**src/rtl/cube_pkg.sv**
```systemverilog
// Shared types for the cube move sequencer: face codes, the move record,
// sequencer FSM states and the face-validity helper.
package cube_pkg;

  localparam int NUM_FACES = 6;

  typedef enum logic [2:0] {
    FRONT  = 3'd0,
    BACK   = 3'd1,
    LEFT   = 3'd2,
    RIGHT  = 3'd3,
    TOP    = 3'd4,
    BOTTOM = 3'd5
  } face_t;

  typedef struct packed {
    face_t face;
    logic  rev;
  } move_t;

  typedef enum logic [1:0] {
    S_IDLE  = 2'd0,
    S_ISSUE = 2'd1,
    S_WAIT  = 2'd2,
    S_CLR   = 2'd3
  } seq_state_t;

  // Where the move in flight came from; decides what a commit does to history.
  typedef enum logic {
    SRC_CMD  = 1'b0,
    SRC_UNDO = 1'b1
  } src_t;

  // Codes 6 and 7 do not name a face.
  function automatic logic is_valid_face(input logic [2:0] f);
    return (f < 3'(NUM_FACES));
  endfunction

endpackage

```
**src/rtl/move_fifo.sv**
```systemverilog
// Synchronous FIFO of move records with full/empty flags and a flush that
// discards the stored entries while still accepting a push in the same cycle.
module move_fifo
  import cube_pkg::*;
#(
  parameter int DEPTH = 8
) (
  input  logic  clk,
  input  logic  rst,
  input  logic  push,
  input  move_t din,
  input  logic  pop,
  input  logic  flush,
  output move_t dout,
  output logic  full,
  output logic  empty
);

  localparam int AW = $clog2(DEPTH);

  move_t          mem [DEPTH];
  logic [AW-1:0]  wr_ptr;
  logic [AW-1:0]  rd_ptr;
  logic [AW:0]    count;
  logic           do_push;
  logic           do_pop;

  assign full    = (count == (AW+1)'(DEPTH));
  assign empty   = (count == '0);
  assign dout    = mem[rd_ptr];
  assign do_push = push && !full;
  assign do_pop  = pop && !empty;

  // Pointer and occupancy bookkeeping; a flush keeps only a same-cycle push.
  always_ff @(posedge clk or posedge rst) begin
    if (rst) begin
      wr_ptr <= '0;
      rd_ptr <= '0;
      count  <= '0;
    end else if (flush) begin
      rd_ptr <= '0;
      wr_ptr <= do_push ? AW'(1) : '0;
      count  <= do_push ? (AW+1)'(1) : '0;
    end else begin
      if (do_push) wr_ptr <= wr_ptr + AW'(1);
      if (do_pop)  rd_ptr <= rd_ptr + AW'(1);
      if (do_push && !do_pop)      count <= count + (AW+1)'(1);
      else if (!do_push && do_pop) count <= count - (AW+1)'(1);
    end
  end

  // Storage write; lands in slot 0 when it coincides with a flush.
  always_ff @(posedge clk) begin
    if (do_push) mem[flush ? '0 : wr_ptr] <= din;
  end

endmodule

```
**src/rtl/cube_move_sequencer.sv**
```systemverilog
// Issues face-turn moves to the cube datapath one at a time, buffering user
// commands in a FIFO and keeping a circular history stack for undo.
//
// Handshakes: cmd_valid/cmd_ready transfer a command on any edge where both
// are high. mv_valid is a one-cycle strobe; the sequencer then waits for a
// single-cycle mv_done (not sampled during the strobe cycle itself), or gives
// up after WAIT_TIMEOUT cycles.
module cube_move_sequencer
  import cube_pkg::*;
#(
  parameter int FIFO_DEPTH   = 8,
  parameter int HIST_DEPTH   = 16,
  parameter int WAIT_TIMEOUT = 1024,
  parameter int CNT_W        = 16
) (
  input  logic                        CLOCK_50,
  input  logic                        reset,
  input  logic                        cmd_valid,
  output logic                        cmd_ready,
  input  logic [2:0]                  cmd_face,
  input  logic                        cmd_rev,
  input  logic                        undo_req,
  input  logic                        clear,
  output logic                        mv_valid,
  output logic [2:0]                  mv_face,
  output logic                        mv_rev,
  input  logic                        mv_done,
  output logic                        cube_reset,
  output logic                        busy,
  output logic [CNT_W-1:0]            move_count,
  output logic [$clog2(HIST_DEPTH):0] hist_count,
  output logic                        err_invalid,
  output logic                        err_timeout,
  output logic [1:0]                  dbg_state
);

  localparam int HA = $clog2(HIST_DEPTH);
  localparam int TW = $clog2(WAIT_TIMEOUT);

  seq_state_t    state;
  seq_state_t    state_nxt;
  logic          pend_clr;
  logic          pend_undo;
  move_t         cur_move;
  src_t          cur_src;
  logic [TW-1:0] timer;

  move_t         hist_mem [HIST_DEPTH];
  logic [HA-1:0] hist_ptr;
  logic [HA:0]   hist_cnt;
  logic [HA-1:0] hist_top_idx;
  move_t         hist_top;

  logic          fifo_push;
  logic          fifo_pop;
  logic          fifo_flush;
  logic          fifo_full;
  logic          fifo_empty;
  move_t         fifo_din;
  move_t         fifo_dout;
  logic          cmd_take;
  logic          cmd_bad;

  logic          take_clr;
  logic          take_undo;
  logic          load_undo;
  logic          load_cmd;
  logic          commit;
  logic          timeout;

  assign cmd_ready    = !fifo_full;
  assign cmd_take     = cmd_valid && cmd_ready;
  assign cmd_bad      = cmd_take && !is_valid_face(cmd_face);
  assign fifo_push    = cmd_take && is_valid_face(cmd_face);
  assign fifo_din     = '{face: face_t'(cmd_face), rev: cmd_rev};

  assign hist_top_idx = hist_ptr - HA'(1);
  assign hist_top     = hist_mem[hist_top_idx];

  assign busy         = (state != S_IDLE);
  assign mv_face      = cur_move.face;
  assign mv_rev       = cur_move.rev;
  assign hist_count   = hist_cnt;
  assign dbg_state    = state;

  move_fifo #(
    .DEPTH (FIFO_DEPTH)
  ) u_fifo (
    .clk   (CLOCK_50),
    .rst   (reset),
    .push  (fifo_push),
    .din   (fifo_din),
    .pop   (fifo_pop),
    .flush (fifo_flush),
    .dout  (fifo_dout),
    .full  (fifo_full),
    .empty (fifo_empty)
  );

  // FSM state register.
  always_ff @(posedge CLOCK_50 or posedge reset) begin
    if (reset) state <= S_IDLE;
    else       state <= state_nxt;
  end

  // Next state and strobes: IDLE picks clear, then undo, then queued work.
  always_comb begin
    state_nxt  = state;
    fifo_pop   = 1'b0;
    fifo_flush = 1'b0;
    take_clr   = 1'b0;
    take_undo  = 1'b0;
    load_undo  = 1'b0;
    load_cmd   = 1'b0;
    commit     = 1'b0;
    timeout    = 1'b0;
    mv_valid   = 1'b0;
    cube_reset = 1'b0;
    case (state)
      S_IDLE: begin
        if (pend_clr) begin
          take_clr  = 1'b1;
          state_nxt = S_CLR;
        end else if (pend_undo) begin
          take_undo = 1'b1;
          if (hist_cnt != '0) begin
            load_undo = 1'b1;
            state_nxt = S_ISSUE;
          end
        end else if (!fifo_empty) begin
          fifo_pop  = 1'b1;
          load_cmd  = 1'b1;
          state_nxt = S_ISSUE;
        end
      end
      S_ISSUE: begin
        mv_valid  = 1'b1;
        state_nxt = S_WAIT;
      end
      S_WAIT: begin
        if (mv_done) begin
          commit    = 1'b1;
          state_nxt = S_IDLE;
        end else if (timer == TW'(WAIT_TIMEOUT - 1)) begin
          timeout   = 1'b1;
          state_nxt = S_IDLE;
        end
      end
      S_CLR: begin
        cube_reset = 1'b1;
        fifo_flush = 1'b1;
        state_nxt  = S_IDLE;
      end
      default: state_nxt = S_IDLE;
    endcase
  end

  // Pending request flags: a new pulse always wins over the service that
  // consumes the old one; a clear cancels any undo still waiting.
  always_ff @(posedge CLOCK_50 or posedge reset) begin
    if (reset) begin
      pend_clr  <= 1'b0;
      pend_undo <= 1'b0;
    end else begin
      if (clear)         pend_clr <= 1'b1;
      else if (take_clr) pend_clr <= 1'b0;
      if (clear)          pend_undo <= 1'b0;
      else if (undo_req)  pend_undo <= 1'b1;
      else if (take_undo) pend_undo <= 1'b0;
    end
  end

  // Move in flight and the WAIT timer, which restarts on every WAIT entry.
  always_ff @(posedge CLOCK_50 or posedge reset) begin
    if (reset) begin
      cur_move <= '0;
      cur_src  <= SRC_CMD;
      timer    <= '0;
    end else begin
      if (load_undo) begin
        cur_move.face <= hist_top.face;
        cur_move.rev  <= ~hist_top.rev;
        cur_src       <= SRC_UNDO;
      end else if (load_cmd) begin
        cur_move <= fifo_dout;
        cur_src  <= SRC_CMD;
      end
      if (state == S_WAIT) timer <= timer + TW'(1);
      else                 timer <= '0;
    end
  end

  // History pointer/count: commands push (overwriting the oldest when full),
  // undos pop, CLR empties.
  always_ff @(posedge CLOCK_50 or posedge reset) begin
    if (reset) begin
      hist_ptr <= '0;
      hist_cnt <= '0;
    end else if (fifo_flush) begin
      hist_ptr <= '0;
      hist_cnt <= '0;
    end else if (commit) begin
      if (cur_src == SRC_CMD) begin
        hist_ptr <= hist_ptr + HA'(1);
        if (hist_cnt != (HA+1)'(HIST_DEPTH)) hist_cnt <= hist_cnt + (HA+1)'(1);
      end else begin
        hist_ptr <= hist_top_idx;
        hist_cnt <= hist_cnt - (HA+1)'(1);
      end
    end
  end

  // History storage write on a committed command.
  always_ff @(posedge CLOCK_50) begin
    if (commit && cur_src == SRC_CMD) hist_mem[hist_ptr] <= cur_move;
  end

  // Saturating move counter and sticky error flags; CLR wipes them, but an
  // error raised in the CLR cycle itself still sticks.
  always_ff @(posedge CLOCK_50 or posedge reset) begin
    if (reset) begin
      move_count  <= '0;
      err_invalid <= 1'b0;
      err_timeout <= 1'b0;
    end else begin
      if (fifo_flush)                   move_count <= '0;
      else if (commit && move_count != '1) move_count <= move_count + CNT_W'(1);
      if (cmd_bad)         err_invalid <= 1'b1;
      else if (fifo_flush) err_invalid <= 1'b0;
      if (timeout)         err_timeout <= 1'b1;
      else if (fifo_flush) err_timeout <= 1'b0;
    end
  end

endmodule

```
**config.mk**
```make
export PLATFORM = sky130hd
export DESIGN_NAME = cube_move_sequencer
export DESIGN_NICKNAME = d
export VERILOG_FILES = /design/src/rtl/cube_pkg.sv /design/src/rtl/move_fifo.sv /design/src/rtl/cube_move_sequencer.sv
export SDC_FILE = /design/constraint.sdc
export NUM_CORES = 1
export LEC_CHECK = 0
export ABC_AREA = 0
export BUFFER_PORTS_ARGS = -buffer_cell sky130_fd_sc_hd__clkbuf_2
export CORE_MARGIN = 8
export CORE_UTILIZATION = 61
export DETAILED_ROUTE_END_ITERATION = 7
export GPL_ROUTABILITY_DRIVEN = 0
export GPL_TIMING_DRIVEN = 0
export PLACE_DENSITY = 0.8
export RECOVER_POWER = 100
export SLEW_MARGIN = 5
export SYNTH_ARGS = -nofsm -noshare
export SYNTH_HDL_FRONTEND = slang
export SYNTH_SLANG_ARGS = --single-unit
```
**constraint.sdc**
```tcl
create_clock -name CLOCK_50 -period 8.1 [get_ports CLOCK_50]
set_input_delay 1.215 -clock CLOCK_50 [delete_from_list [all_inputs] [get_ports CLOCK_50]]
set_output_delay 1.215 -clock CLOCK_50 [all_outputs]
set_load 0.02 [all_outputs]
```
==> metrics, run 1 <==
Post-synth EDFFs=96; Compound-Gate Fraction of Synth Area=7.643%; first drt pass iteration count=6; status=finished, violations left; vias in the first global route=4811; crit path kind=reg2reg; crit-path max FO=10; Worst Tran Pin Value=2.032 ns; first-pass GRT wire length=25100 um; Peak VDD IR=0.2381 mV; Hold Slack=0.4853 ns; max-cap violations=1; Synth Flop Type=edfxtp_1; Area growth syn-to-layout=13.12%; Slew Limit Fails=38; routed length per placed instance=20.59 um; share of flip-flops with an asynchronous set or reset=36.84%; area taken by flip-flops and latches=4284 um^2; postcts setup bufs=0; clock tree from TritonCTS=done; WP data arrival=5.84 ns; Post-Synth Simple-Gate Area=13.20%; CTS buffer count=17; CTS Sinks=152; Fillers=808; Chip Height=123.2 um; WL final=15420 um; DRC violations left=0; crit share post-route=68.83%; RSZ-0062 raised after global routing=false; post-DP HPWL=10450 um; Multi-input gate area=2534 um^2; Syn Nets=557; Adder-Cell Fraction of Synth Area=3.071%; mux cell area share after synthesis=9.750%; diode count=0; Antenna Nets Post-Route=0; Clk pin slew, worst setup/hold paths=0.06 ns; Tmin final=5.576 ns; fmax=179.4 MHz; critical path launch point type=flip-flop; post-CTS resize count=0; Starting Density=61.89%; layout cell share with drive strength beyond 1=9.571%; Area contributors post-synth=edfxtp_1, dfrtp_1, mux4_2; Cell Pwr Density=359.2 nW/um^2; Final setup viols=0; Hold WC Path Type=reg2reg; Final nets=619; area share of the largest cell type after synthesis=41.14%; H-tree Lvls=4; cell count after synthesis=531; Die W=123.2 um; Yosys reg bits=152; Post-Synth XOR/XNOR Area=2.625%; final core utilization=70.02%; leading area contributor after synthesis=edfxtp_1; row cnt=39; Synth cell types=54; Hold Buf Count CTS=0; DR iter-0 viols=528; clock latency on the worst-skew pair=0.42 ns; io pins=43; Crit. End Element=flip-flop; largest family of logic cells by synthesized area=simple AND/OR/NAND/NOR gates; failing checks=capacitance limit, slew limit; core region area=11320 um^2; Slew headroom=-35.47%; PortBufs=42; Clock Tree Buf Depth=2; syn avg cell area=13.20 um^2; via count=4763; drt via density=6.359; setup TNS=0 ns; GR Util All Layers=21.76%; Hold Vio Cnt, Final=0; initial antenna violation count=0; Layout Skew=0.006313 ns; Req. time, crit path=8.36 ns; total grt overflow=0; Post-Syn Area=7007 um^2; Leakage=2.944 nW; CTS root buf=clkbuf_16; Yosys warning count=0; Seq/Total Area, Yosys=61.14%; largest net degree at the start of global routing=38; Die ar.=15170 um^2
[worst paths after layout]
check | end | slack [ns] | from | cells past startpoint
min | timer[0]$_DFF_PP0_ | 0.49 | timer[0]$_DFF_PP0_ | 1
max reg2reg | mv_face[1]$_DFFE_PP0P_ | 2.52 | hist_ptr[0]$_DFFE_PP0P_ | 12
max in group asynchronous | move_count[0]$_DFFE_PP0P_ | 4.83 | reset | 3
max | mv_face[1]$_DFFE_PP0P_ | 2.52 | hist_ptr[0]$_DFFE_PP0P_ | 12
min reg2reg | timer[0]$_DFF_PP0_ | 0.49 | timer[0]$_DFF_PP0_ | 1
min in group asynchronous | timer[0]$_DFF_PP0_ | 0.91 | reset | 2
[synth_stat cells, drive strengths merged (2+ instances only)]
cell type  instances
a211oi             6
a21boi             2
a21o               4
a21oi             16
a31oi              5
and2               3
and3              14
and4               4
buf                8
clkbuf            17
dfrtp             56
edfxtp            96
fa                 2
ha                14
inv               15
mux2               5
mux2i              6
mux4              24
nand2             33
nand2b             6
nand3             27
nand4              8
nor2              47
nor2b              5
nor3              12
nor3b              3
nor4               5
o211ai             4
o21a               2
o21ai             29
o221a              2
o221ai             2
o31ai              8
o41ai              2
or3                8
or4b               2
xnor2              7
xor2              14
[flip-flops by register name, summed over array words and instances (netlist names), 2 cells and up]
| signal | cells |
|---|---|
| hist_mem | 64 |
| hist_count | 5 |
| move_count | 16 |
| u_fifo.rd_ptr | 3 |
| u_fifo.mem | 32 |
| hist_ptr | 4 |
| mv_face | 3 |
| timer | 10 |
| dbg_state | 2 |
| u_fifo.wr_ptr | 3 |
| u_fifo.count | 4 |
[through the flow]
step                      power, mW  std cells  area (um^2)  worst slack, ns
after floorplan               1.747        531         7007            5.022
after global placement        1.990        716         7396            4.129
after detailed placement      2.039        717         7416            4.064
after CTS                     2.867        749         8028            3.990
after global routing          2.981        749         7926            2.124
final                         2.847        749         7926            2.524
[layer usage]
layer / part of all wire (%) / vias to the layer above / track usage, %
li1: - / 2135 / -
met1: 42 / 2382 / 27.54
met2: 50 / 200 / 35.15
met3: 5.4 / 46 / 5.023
met4: 2.8 / 0 / 10.16
met5: 0 / - / 0
[area by class of cell]
type	instances	area share [%]
Clock inverter	11	1.910
Sequential cell	152	54.05
Multi-Input combinational cell	339	31.97
Buffer	25	1.200
Tap cell	143	2.257
Timing Repair Buffer	43	2.099
Clock buffer	21	5.809
Inverter	15	0.7103
[worst max-delay path, stage by stage, from the launching register on]
cell and delay, ns:
dfrtp_1 0.38, clkbuf_1 0.49, clkbuf_1 0.65, clkbuf_1 0.66, inv_1 0.22, ha_1 0.33
clkbuf_1 0.47, clkbuf_1 0.61, mux4_2 0.45, mux2_2 0.29, and3_1 0.19, o41ai_1 0.47
o221ai_1 0.21
[placed cells by master (no fill, tap or decap), drive strengths merged, types with 7 or more instances in the layout]
cell | synthesis | routed
o31ai | 8 | 8
o21ai | 29 | 29
nor2 | 47 | 47
ha | 14 | 14
clkinv | 0 | 7
edfxtp | 96 | 96
nand2 | 33 | 33
xor2 | 14 | 14
mux4 | 24 | 24
nand4 | 8 | 8
nor3 | 12 | 12
xnor2 | 7 | 7
and3 | 14 | 14
clkbuf | 17 | 87
a21oi | 16 | 16
or3 | 8 | 8
dfrtp | 56 | 56
nand3 | 27 | 27
inv | 15 | 15
[logic make-up after synthesis]
group                      Yosys count
adders and majority gates           16
AOI/OAI and AO/OA                   85
buffers and inverters               40
and+or+nand+nor                    182
xor gates and xnor gates            21
muxes                               35
DFF                                152
[report_power, final]
group	total [mW]	switching (mW)	internal (mW)
combinational	0.918	0.564	0.354
sequential	1.11	0.138	0.969
clock	0.822	0.296	0.526
total	2.85	0.997	1.85
Power figures use the tool's default switching activity.
==> run 2: changes to the inputs <==
Settings changed: ABC_AREA 0 to 1, CORE_UTILIZATION 61 to 55, PLACE_DENSITY 0.8 to 0.76.
Clock period 8.1 ns to 4.9 ns, I/O delays scaled along.
==> run 2 against run 1 <==
The flow still finishes with violations (capacitance limit, slew limit). Die area grew 13%. Sequential cell count is the same. Sequential power grew 63%. Utilization shrank 7.3 points. Area after synthesis grew 3.6%. Largest cell class unchanged. First-iteration DRC count shrank 10%. Largest power group unchanged. Register-to-register slack lost 0.82 ns. Power grew 70%. Worst setup slack lost 0.82 ns. Critical path depth shrank 2. Non-clock buffer count shrank 4.
==> metrics, run 2 <==
postcts setup bufs=0 (unchanged); Multi-input gate area=2555 um^2 (+0.84%); Power Internal=2.982 mW (+61%); fmax=313.1 MHz (+75%); diode count=0 (unchanged); Clk pin slew, worst setup/hold paths=0.06 ns (about the same); total grt overflow=0 (unchanged); Seq/Total Area, Yosys=59.02% (-2.1 points); cell count after synthesis=786 (+48%); Layout Skew=0.005023 ns (-0.001291 ns); commonest non-fill, non-tap cell in the layout=nand2_1; H-tree Lvls=4 (unchanged); Slew headroom=-19.89% (+16 points); Design Area, Final=8208 um^2 (+3.6%); Antenna Nets Post-Route=0 (unchanged); GR Util All Layers=19.77% (-2.0 points); commonest cells in the synthesized netlist=nand2_1, edfxtp_1, nand3_1; Critical R2R Capture=mv_face[0]$_DFFE_PP0P_; Final setup viols=0 (unchanged); PortBufs=42 (unchanged); switch share=38.27% (+3.2 points); syn avg cell area=9.234 um^2 (-30%); status=finished, violations left; largest net degree at the start of global routing=35 (-7.9%); Syn Nets=812 (+46%); Yosys reg bits=152 (unchanged); initial antenna violation count=0 (unchanged); Slew Limit Fails=35 (-7.9%); leading area contributor after synthesis=edfxtp_1; row cnt=42 (+7.7%); Hold Vio Cnt, Final=0 (unchanged); Die W=130.9 um (+6.3%); area share of the largest cell type after synthesis=39.72% (-1.4 points); RSZ-0062 raised after global routing=false; io pins=43 (unchanged); Crit. End Element=flip-flop; placed instance area=7709 um^2 (+3.9%); setup TNS=0 ns (unchanged); layout cell share with drive strength beyond 1=5.343% (-4.2 points); Yosys warning count=0 (unchanged); failing checks=capacitance limit, slew limit; CTS Sinks=152 (unchanged); most frequent cells in the layout=nand2_1, edfxtp_1, nand3_1; share of flip-flops with an asynchronous set or reset=36.84% (unchanged); DRC violations left=0 (unchanged); Post-synth EDFFs=96 (unchanged); via count=5538 (+16%); crit path kind=reg2reg; routed length per placed instance=15.11 um (-27%); Power Total=4.831 mW (+70%); Final nets=874 (+41%); post-DP HPWL=10990 um (+5.2%); core region area=13090 um^2 (+16%); Worst Reg-to-Reg Cells=10 (-2); CTS root buf=clkbuf_16; crit-path max FO=12 (+2); Fillers=1093 (+35%); Worst Tran Pin Value=1.798 ns (-0.2337 ns); Req. time, crit path=5.22 ns (-3.14 ns); post-route setup slack=1.706 ns (-0.8183 ns); Tmin final=3.194 ns (-2.382 ns); biggest regs=hist_mem x64, u_fifo.mem x32, move_count x16; drt via density=5.340 (-16%); WL final=15670 um (+1.6%); Hold Buf Count CTS=0 (unchanged); critical path launch point type=flip-flop; clock power share=28.1% (-0.8 points); Area contributors post-synth=edfxtp_1, dfrtp_1, nand2_1; Comb pwr share=34.4% (+2.2 points); Die ar.=17130 um^2 (+13%); Peak VDD IR=0.3185 mV (+34%); Largest Register=hist_mem; post-CTS resize count=0 (unchanged); WP data arrival=3.51 ns (-2.33 ns); max-cap violations=1 (unchanged); area taken by flip-flops and latches=4284 um^2 (unchanged); clock latency on the worst-skew pair=0.42 ns (about the same); first-pass GRT wire length=25880 um (+3.1%); crit share post-route=65.18% (-3.7 points); first drt pass iteration count=5 (-1); Hold WC Path Type=in2async; Reg2Reg Setup Slack=1.71 ns (-0.82 ns); Area growth syn-to-layout=13.08% (about the same); Chip Height=130.9 um (+6.3%); Synth Flop Type=edfxtp_1; pre-CTS setup slack=2.255 ns (-1.809 ns); switching power=1.849 mW (+85%); Post-Syn Area=7258 um^2 (+3.6%); CTS buffer count=17 (unchanged); Reg-to-Reg Start=hist_ptr[0]$_DFFE_PP0P_; DR iter-0 viols=473 (-10%); clock tree from TritonCTS=done; Cell Pwr Density=588.6 nW/um^2 (+64%); Seq pwr share=37.6% (-1.3 points); dominant cell by count in the synthesized netlist=nand2_1; Synth cell types=37 (-31%); Leakage=3.529 nW (+20%); max reg flops=64 (unchanged); Clock Tree Buf Depth=2 (unchanged); vias in the first global route=5448 (+13%); Starting Density=55.47% (-6.4 points)
==> run 2: cell count changes in the layout (fill, tap and decap cells not counted), sizes merged, moves of 9 or more <==
cell	change
nand2	+206
nand3	+67
inv	+57
nor2	+39
mux4	-24
and3	-14
clkbuf	-9
==> run 2: worst max-delay path by stage <==
stage                            startpoint                          to  slack, ns  cells after the start
floorplan                             reset         cur_src$_DFFE_PP0P_       2.79                      1
global placement                      reset  move_count[14]$_DFFE_PP0P_       2.06                      2
detailed placement  hist_ptr[0]$_DFFE_PP0P_      mv_face[0]$_DFFE_PP0P_       2.25                     10
CTS                 hist_ptr[0]$_DFFE_PP0P_      mv_face[0]$_DFFE_PP0P_       2.22                     10
global route        hist_ptr[0]$_DFFE_PP0P_      mv_face[0]$_DFFE_PP0P_       1.55                     10
finish              hist_ptr[0]$_DFFE_PP0P_      mv_face[0]$_DFFE_PP0P_       1.71                     10
==> run 2: logic make-up (layout without fill, tap and decap cells) <==
logic type	Yosys count	count (layout)	share of synthesized area, %
compound gates	55	55	4.068
xor+xnor	17	17	2.051
fa+ha+maj	16	16	2.965
buf+inv	95	170	5.258
flops	152	152	59.02
simple gates	451	451	26.63
==> run 2: cell type report <==
type	instances	area share, %
Clock buffer	22	5.655
Multi-Input combinational cell	539	31.13
Clock inverter	10	1.829
Timing Repair Buffer	43	2.043
Inverter	74	3.399
Sequential cell	152	52.20
Tap cell	176	2.683
Buffer	21	1.067
==> run 2: metal layers <==
metal | vias up | track usage, % | wire (um)
met5 | - | 0 | 0
met4 | 0 | 9.115 | 378
met3 | 34 | 4.789 | 760
met2 | 173 | 33.31 | 7779
met1 | 2603 | 23.53 | 6754
li1 | 2728 | - | -
==> run 2: worst max-delay path: stages, from the launching register on <==
cell	delay (ns)
dfrtp_1	0.38
clkbuf_1	0.37
inv_1	0.25
clkbuf_1	0.34
ha_1	0.35
xnor2_1	0.76
nand3_1	0.25
nand3_1	0.16
nand3_1	0.12
nand2_1	0.07
inv_1	0.03
==> run 2: per-stage QoR <==
step	hold WS (ns)	instances	utilization [%]
detailed placement	0.4852	1005	58.91
floorplan	0.4645	786	-
global route	0.4811	1037	62.73
finish	0.4650	1037	62.73
global placement	0.4757	1004	58.76
CTS	0.3377	1037	63.61
==> run 2: power by group through the flow <==
stage / Combinational, mW / Clock, mW / Sequential (mW)
after detailed placement: 1.70 / 0 / 1.84
after floorplan: 1.17 / 0 / 1.85
after global routing: 1.85 / 1.41 / 1.84
final: 1.66 / 1.36 / 1.81
after CTS: 1.71 / 1.37 / 1.82
after global placement: 1.66 / 0 / 1.84
